===== src/rtl/pc_sequencer.sv =====
// Program-counter sequencer: picks sequential, absolute or forward-jump next PC, holds across
// stalls and memory back-pressure, and parks redirects that arrive while the PC cannot move.
module pc_sequencer #(
    parameter logic [31:0] RESET_PC = 32'h0000_0000,
    parameter int          CNT_W    = 16
) (
    input  logic             clk,
    input  logic             rst_n,
    input  logic             stall,
    input  logic [1:0]       jump,
    input  logic [31:0]      jump_add,
    input  logic [31:0]      jump_forward_add,
    input  logic             halt,
    input  logic             imem_ready,
    output logic [31:0]      pc,
    output logic             fetch_valid,
    output logic             flush,
    output logic [CNT_W-1:0] fetch_count
);

    localparam logic [1:0] ST_BOOT = 2'd0;
    localparam logic [1:0] ST_RUN  = 2'd1;
    localparam logic [1:0] ST_HOLD = 2'd2;
    localparam logic [1:0] ST_HALT = 2'd3;

    logic [1:0]       r_state;
    logic [31:0]      r_pc;
    logic             r_pend_valid;
    logic [31:0]      r_pend_target;
    logic             r_flush;
    logic [CNT_W-1:0] r_count;

    logic [1:0]       w_next_state;
    logic             w_adv;
    logic             w_jump_any;
    logic [31:0]      w_jump_target;
    logic             w_to_halt;
    logic [31:0]      w_next_pc;
    logic             w_redirect;

    function automatic logic [CNT_W-1:0] sat_inc(input logic [CNT_W-1:0] v);
        if (&v) return v;
        return v + 1'b1;
    endfunction

    assign w_jump_any    = (jump != 2'b00);
    assign w_jump_target = (jump == 2'b10) ? jump_forward_add : jump_add;
    assign w_adv         = (r_state == ST_RUN) & imem_ready & ~stall & ~halt;
    // halt only takes effect once the sequencer is running; BOOT always proceeds to RUN
    assign w_to_halt     = halt & ((r_state == ST_RUN) | (r_state == ST_HOLD));
    assign w_redirect    = w_adv & (r_pend_valid | w_jump_any);

    always_comb begin
        w_next_pc = r_pc + 32'd4;
        if (r_pend_valid)    w_next_pc = r_pend_target;
        else if (w_jump_any) w_next_pc = w_jump_target;
    end

    always_comb begin
        w_next_state = r_state;
        case (r_state)
            ST_BOOT: w_next_state = ST_RUN;
            ST_RUN:  w_next_state = halt ? ST_HALT : (stall ? ST_HOLD : ST_RUN);
            ST_HOLD: w_next_state = halt ? ST_HALT : (stall ? ST_HOLD : ST_RUN);
            ST_HALT: w_next_state = ST_HALT;
            default: w_next_state = ST_BOOT;
        endcase
    end

    always_ff @(posedge clk or negedge rst_n) begin
        if (!rst_n) begin
            r_state      <= ST_BOOT;
            r_pc         <= RESET_PC;
            r_pend_valid <= 1'b0;
            r_flush      <= 1'b0;
            r_count      <= '0;
        end else begin
            r_state <= w_next_state;
            r_flush <= w_redirect;
            if (w_adv) begin
                r_pc    <= w_next_pc;
                r_count <= sat_inc(r_count);
            end
            // a jump arriving on the same adv that consumes the pending target becomes the new pending one
            if ((r_state == ST_HALT) || w_to_halt)
                r_pend_valid <= 1'b0;
            else if (w_adv)
                r_pend_valid <= r_pend_valid & w_jump_any;
            else if (w_jump_any)
                r_pend_valid <= 1'b1;
        end
    end

    always_ff @(posedge clk) begin
        if ((r_state != ST_HALT) && !w_to_halt && w_jump_any && (!w_adv || r_pend_valid))
            r_pend_target <= w_jump_target;
    end

    assign pc          = r_pc;
    assign fetch_valid = (r_state == ST_RUN);
    assign flush       = r_flush;
    assign fetch_count = r_count;

endmodule


===== config.mk =====
export PLATFORM = sky130hd
export DESIGN_NAME = pc_sequencer
export DESIGN_NICKNAME = d
export VERILOG_FILES = /design/src/rtl/pc_sequencer.sv
export SDC_FILE = /design/constraint.sdc
export NUM_CORES = 1
export LEC_CHECK = 0
export CORE_MARGIN = 2
export CORE_UTILIZATION = 51
export CTS_BUF_LIST = sky130_fd_sc_hd__clkbuf_8
export CTS_CLUSTER_SIZE = 28
export DETAILED_ROUTE_END_ITERATION = 8
export GPL_TIMING_DRIVEN = 0
export PLACE_DENSITY = 0.91
export SKIP_LAST_GASP = 1
export SYNTH_ARGS = -nofsm -noshare
export SYNTH_HDL_FRONTEND = slang
export SYNTH_SLANG_ARGS = --single-unit

===== constraint.sdc =====
create_clock -name clk -period 4.2 [get_ports clk]
set_input_delay 1.26 -clock clk [delete_from_list [all_inputs] [get_ports clk]]
set_output_delay 1.26 -clock clk [all_outputs]
set_load 0.05 [all_outputs]

==> summary.txt <==
Placement
  • Buffers on Ports: roughly 120
  • GPL Wtd Cong: 0.951
  • Placement Cell Area: roughly 6300 µm²
  • Post-detail-place hpwl: 11,400 µm

Yosys
  • Post-Synthesis Cells: 555
  • Ys async rst share: slightly above 60%
  • Synth Register Bits: 84
  • Post-synth cell types: slightly above 60
  • Number of enable flip-flop cells after synthesis: 32
  • Syn nets: around 630
  • Average cell area after synthesis: roughly 8.8 µm²
  • Top_reg_cell synth: dfrtp_1
  • Register area share after synthesis: 46.1%
  • Cell area after synthesis: 4900 µm²
  • Syn. warnings: 0

Timing
  • Final setup viols: 0
  • Clock Skew: around 13 ps
  • Tcrit/Tclk final: between 80 and 90%
  • Post-layout minimum cycle time: between 3000 and 4000 ps
  • WHS: roughly 520 ps
  • Highest Clock Rate: roughly 280 MHz
  • Final hold vios: 0
  • Slew headroom: approximately 44%
  • Least-Margin Pin Slew: 835 ps
  • Final slew viol count: 0
  • Unrepaired setup endpoints after global routing: no

GRT
  • Met3 Use GR: 5.20%
  • Busiest grt layer: met2
  • First-pass GRT wire length: approximately 24,000 µm
  • Met1 usage in global routing: 39.7%
  • Grt total ovfl: 0
  • GRT Util Overall: 29.8%
  • Pin count of the biggest net entering global routing: 34
  • Global routing usage on met2: about half
  • Vias in the first global route: roughly 4,800
  • Initial antenna violation count: 0

Finish
  • Most frequent cells in the layout: nand2_1 (149), clkdlybuf4s50_1 (117), dfrtp_1 (52), o21ai_0 (38), edfxtp_1 (32)
  • Final nets: between 700 and 800
  • Synth-to-layout area growth: 32.7%
  • Fillers: ~740
  • Most common cell after layout, fill and taps aside: nand2_1
  • Fin area: approximately 6500 µm²
  • Layout cell share with drive strength beyond 1: 7.09%
  • Antenna fix cells: 0

Clock tree
  • Clock transition at path regs: ~80 ps
  • CTS Buf Count: 9
  • CTS tree: yes
  • CTS H-tree depth: 3
  • Post-CTS setup buffers: 0
  • Post-CTS resize count: 0
  • CTS Buffer Depth: 2
  • Clock Tree Root: clkbuf_8
  • Sink Count: between 80 and 90
  • Post-cts hold buffer count: 0
  • Clock Latency Late Sink: between 300 and 400 ps

Floorplan
  • Die Span X: 102 µm
  • Die Ht: around 100 µm
  • I/O pins: around 120
  • Starting Density: a little over half
  • Core region area: ~9300 µm²
  • Die area: 10,400 µm²
  • Rows: 35

Critical path
  • Worst Setup End Kind: register
  • CP Cell Sequence: clkdlybuf4s50_1 > nand4bb_1 > clkbuf_1 > nor2_1 > nor3_4 > buf_16
  • Crit Path Max Fanout: 20
  • Startpoint Class: primary input
  • Crit path arrival time: 3650 ps
  • WP buf/inv: 3
  • Setup Crit Path Kind: in2reg
  • Critical path's top delay family: buffers and inverters
  • R2R cell count: 6
  • Worst R2R Setup Slack: around 1400 ps
  • Crit path max-delay cell type: nor3_4
  • CP required: about 4300 ps
  • CP Depth: 6
  • Slowest Stage Delay on Critical Path: 730 ps

Hold path
  • Worst Hold Path Cells: 2
  • Hold Path Class: reg2reg

Outcome
  • Status: completed

Detailed routing
  • Via count: just over 5,000
  • DRT antenna net count: 0
  • Final wirelength: around 15,000 µm
  • Drt drc: 0
  • WL/cell: around 19 µm
  • Via density: 6.27
  • DRT Pass-1 Iters: 6
  • Initial DRC Count: about 760

Power
  • Power Dens Cells: 616 nW/µm²
  • Worst vdd ir: 0.000262 V
  • Leak: approximately 2.6 nW

Run
  • Number of max-cap violations: 0
==> sequential cells by signal, indices dropped and copies added (netlist names) <==
register,cells
fetch_count,16
flush,1
pc,32
r_pend_target,32
r_pend_valid,1
r_state,2
==> layout make-up <==
cell class,count,area [µm²],area share [%]
flip-flops and latches,84,2260,34.8
inverters,7,26.3,0.404
repair buffers,120,1220,18.8
clock buffers,9,124,1.90
plain buffers,38,165,2.54
well taps,129,161,2.48
multi-input cells,426,2460,37.8
clock inverters,7,81.3,1.25
==> cells by family (layout without fill, tap and decap cells) <==
logic type | Yosys count | count (layout) | synth area share, %
compound gates | 146 | 146 | 20.1
xor+xnor | 11 | 11 | 1.96
fa+ha+maj | 5 | 5 | 1.28
buf+inv | 45 | 181 | 3.90
flops | 84 | 84 | 46.1
mux | 6 | 6 | 1.30
simple gates | 258 | 258 | 25.4
==> worst register-to-register path, cell delays in order, from the launching register on <==
cell and delay [ps]:
dfrtp_1 330, clkbuf_1 320, buf_2 330, buf_1 390, nor2_1 200, nor3_4 730, buf_16 240
==> cells in the mapped netlist, types with 2 or more instances <==
cell / count / area (µm²)
and4_1: 4 / 35.0
buf_1: 6 / 22.5
nor2b_1: 2 / 12.5
o211ai_1: 5 / 37.5
o311ai_1: 9 / 78.8
nor3_1: 9 / 45.0
and3_1: 3 / 18.8
a41oi_1: 2 / 17.5
edfxtp_1: 32 / 961
nor4_2: 2 / 25.0
inv_1: 7 / 26.3
buf_2: 12 / 60.1
and2_1: 4 / 25.0
xnor2_1: 5 / 43.8
nor3b_1: 3 / 22.5
a221o_1: 2 / 20.0
nand4_1: 16 / 100
o221ai_1: 2 / 17.5
or2_2: 2 / 12.5
nand2_2: 2 / 12.5
a221oi_1: 2 / 17.5
mux2i_1: 3 / 30.0
nor4_1: 3 / 18.8
xor2_1: 6 / 52.6
buf_4: 2 / 15.0
a22oi_1: 26 / 195
a32oi_1: 11 / 96.3
mux2_2: 2 / 22.5
a31oi_1: 11 / 68.8
nand3_1: 18 / 90.1
o32ai_1: 2 / 17.5
o21ai_1: 5 / 25.0
o21ai_0: 38 / 190
clkbuf_1: 18 / 67.6
o2bb2ai_1: 2 / 17.5
nand2_1: 149 / 559
a211oi_1: 5 / 37.5
ha_1: 5 / 62.6
nor2_1: 25 / 93.8
a21oi_1: 18 / 90.1
dfrtp_1: 52 / 1300
nand2b_1: 3 / 18.8
==> through the flow <==
step | setup TNS [ps] | util, % | power, mW | cells | setup slack, ps
floorplan | 0 | - | 2.60 | 555 | 661
global placement | -19610 | 67.3 | 3.23 | 802 | -615
detailed placement | 0 | 67.9 | 3.35 | 804 | 272
CTS | 0 | 70.1 | 3.97 | 820 | 645
global route | 0 | 70.1 | 4.18 | 820 | 488
finish | 0 | 70.1 | 4.01 | 820 | 617
==> report_power, final <==
part / internal (mW) / switching [mW] / total (mW)
logic: 0.642 / 1.27 / 1.91
registers: 1.18 / 0.291 / 1.47
clock network: 0.327 / 0.299 / 0.626
total: 2.15 / 1.86 / 4.01
==> worst paths after layout <==
check	startpoint	end
worst min-delay path	r_pend_target[0]	pc[0]
min in group asynchronous	rst_n	fetch_count[7]
max in group asynchronous	rst_n	pc[8]
worst max register to register	r_pend_valid	r_pend_target[12]
worst max-delay path	halt	r_pend_target[12]
worst min register to register	r_pend_target[0]	pc[0]
==> routing by layer <==
| layer | wire [µm] | vias to the layer above |
|---|---|---|
| li1 | - | 2304 |
| met5 | 0 | - |
| met2 | 7350 | 391 |
| met4 | 381 | 0 |
| met3 | 1710 | 48 |
| met1 | 5800 | 2402 |
(Power assumes the default switching activity.)
==> patch, RTL diff (same flow settings) <==
Make the reset (`rst_n`) synchronous in one clocked block.
--- a/src/rtl/pc_sequencer.sv
+++ b/src/rtl/pc_sequencer.sv
@@ -67,7 +67,7 @@
         endcase
     end
 
-    always_ff @(posedge clk or negedge rst_n) begin
+    always_ff @(posedge clk) begin
         if (!rst_n) begin
             r_state      <= ST_BOOT;
             r_pc         <= RESET_PC;
Formal check against the unedited RTL: differs if rst_n is asserted again (counterexample within 4 cycles, from zero or initial values and one cycle with rst_n low); with rst_n held inactive, the same outputs for 10 cycles.
==> patch against the unedited design <==
Hold slack worse by 0.0069 ns; synthesized area is 3.3% lower; cell area is 3.6% lower; register-to-register slack worse by 0.09 ns; sequential cell count stayed put; critical path type unchanged; synthesized cell count is 6.5% higher; wire length is 6.1% higher; highest routed layer unchanged; critical endpoint is now r_pend_target[5]; setup slack worse by 0.14 ns.
Power is not compared: it rests on default switching activity, and its combinational part moved more than twofold at a synthesized area within 25%.
==> patch: results <==
{
  "outcome": "finished, final reports clean",
  "netlist_top_cells_count": "129 x nand2_1, 52 x dfxtp_1, 43 x nor2_1",
  "placedCellCount": 821,
  "critical_path.max_fanout": 18,
  "grt_first_pass_wirelength_um": 24900,
  "largest_net_degree_at_the_start_of_global_routing": 19,
  "tightestPinTransition_ns": 0.946,
  "post_synth_num_cell_types": 56,
  "globalRouteOverflowTotal": 0,
  "detailroute.via_count": 5380,
  "synth_edf_count": 32,
  "synth_top_cells_by_area": "dfxtp_1 22%, edfxtp_1 20%, nand2_1 10%, a21oi_1 3.9%, o21ai_0 3.5%",
  "drive_above_1_share": 0.0344,
  "r2r_start": "r_state[1]",
  "dr.first_iter.drc_count": 710,
  "yosys_most_used_dff": "dfxtp_1",
  "instances_no_fill": 837,
  "num_antenna_cells": 0,
  "final.setup_skew_ns": 0.0114,
  "cp_slowest_stage_delay_ns": 0.90,
  "crit_path_end": "r_pend_target[5]",
  "postSynthNetCount": 667,
  "max-clock-path-buffers": 2,
  "timing.reg2reg.setup_slack_ns": 1.26,
  "ctsHtreeMaxLevel": 3,
  "number_of_global_route_vias_before_repair": 5014,
  "routedWlPerCell_um": 19.3,
  "num-nets-final": 797,
  "asyncSetResetFlopFracSynth": 0,
  "avgSynthCellArea_um2": 8.02,
  "crit_slowest_cell": "a211oi_4",
  "drt_first_pass_iters": 9,
  "r2r_cells": 8,
  "dp.final_hpwl_um": 11800,
  "synth.yosys.seq_area_share": 0.422,
  "globalRouteTotalUtil": 0.319,
  "postPlaceCellArea_mm2": 0.00610
}
==> patch: cells by family (layout without fill, tap and decap cells) <==
family / after synthesis / after routing / share of synthesized area
AOI/OAI and AO/OA: 154 / 154 / 0.211
xor gates and xnor gates: 16 / 16 / 0.0296
adders and majority gates: 5 / 5 / 0.0132
buffers and inverters: 58 / 193 / 0.0464
DFF: 84 / 84 / 0.422
muxes: 9 / 9 / 0.0198
and+or+nand+nor: 265 / 265 / 0.257
==> patch: how the worst min path moves through the flow <==
stage                      endpoint               from  cells past startpoint
floorplan                    pc[19]  r_pend_target[19]                      2
global placement             pc[14]             pc[14]                      2
detailed placement            pc[0]              pc[0]                      2
CTS                 fetch_count[15]    fetch_count[15]                      2
global route        fetch_count[15]    fetch_count[15]                      2
finish              fetch_count[15]    fetch_count[15]                      2
==> patch: worst reg2reg max path: stages, from the launching register on <==
cell	delay, ns
dfxtp_1	0.34
inv_1	0.06
ha_1	0.20
nor4bb_1	0.12
buf_2	0.19
clkbuf_1	0.24
clkbuf_1	0.35
a211oi_4	0.90
buf_16	0.24
==> patch: through the flow <==
step / worst slack (ns) / hold slack [ns] / power [W] / setup TNS (ns)
6_report: 0.481 / 0.509 / 0.00187 / 0
2_1_floorplan: 0.468 / 0.498 / 0.00117 / 0
4_1_cts: 0.550 / 0.502 / 0.00185 / 0
5_1_grt: 0.415 / 0.528 / 0.00193 / 0
3_3_place_gp: -0.816 / 0.477 / 0.00133 / -26.05
3_5_place_dp: 0.170 / 0.480 / 0.00135 / 0
==> patch: area by class of cell <==
class	instances	area, um2
Clock buffer	9	124
Tap cell	111	139
Sequential cell	84	2000
Buffer	44	168
Timing Repair Buffer	119	1210
Fill cell	717	2840
Inverter	14	52.6
Clock inverter	7	45.0
Multi-Input combinational cell	449	2530
==> patch: layer usage <==
layer,vias up,track usage,wire length (um)
met1,2446,0.399,5940
met4,0,0.137,588
li1,2426,-,-
met2,434,0.517,7710
met3,74,0.0884,1930
met5,-,0,0
==> patch: where the power goes <==
part	total, W	switching [W]	internal [W]
Clock	0.000523	0.000312	0.000211
Combinational	0.000403	0.000243	0.000160
Sequential	0.000944	0.0000303	0.000914
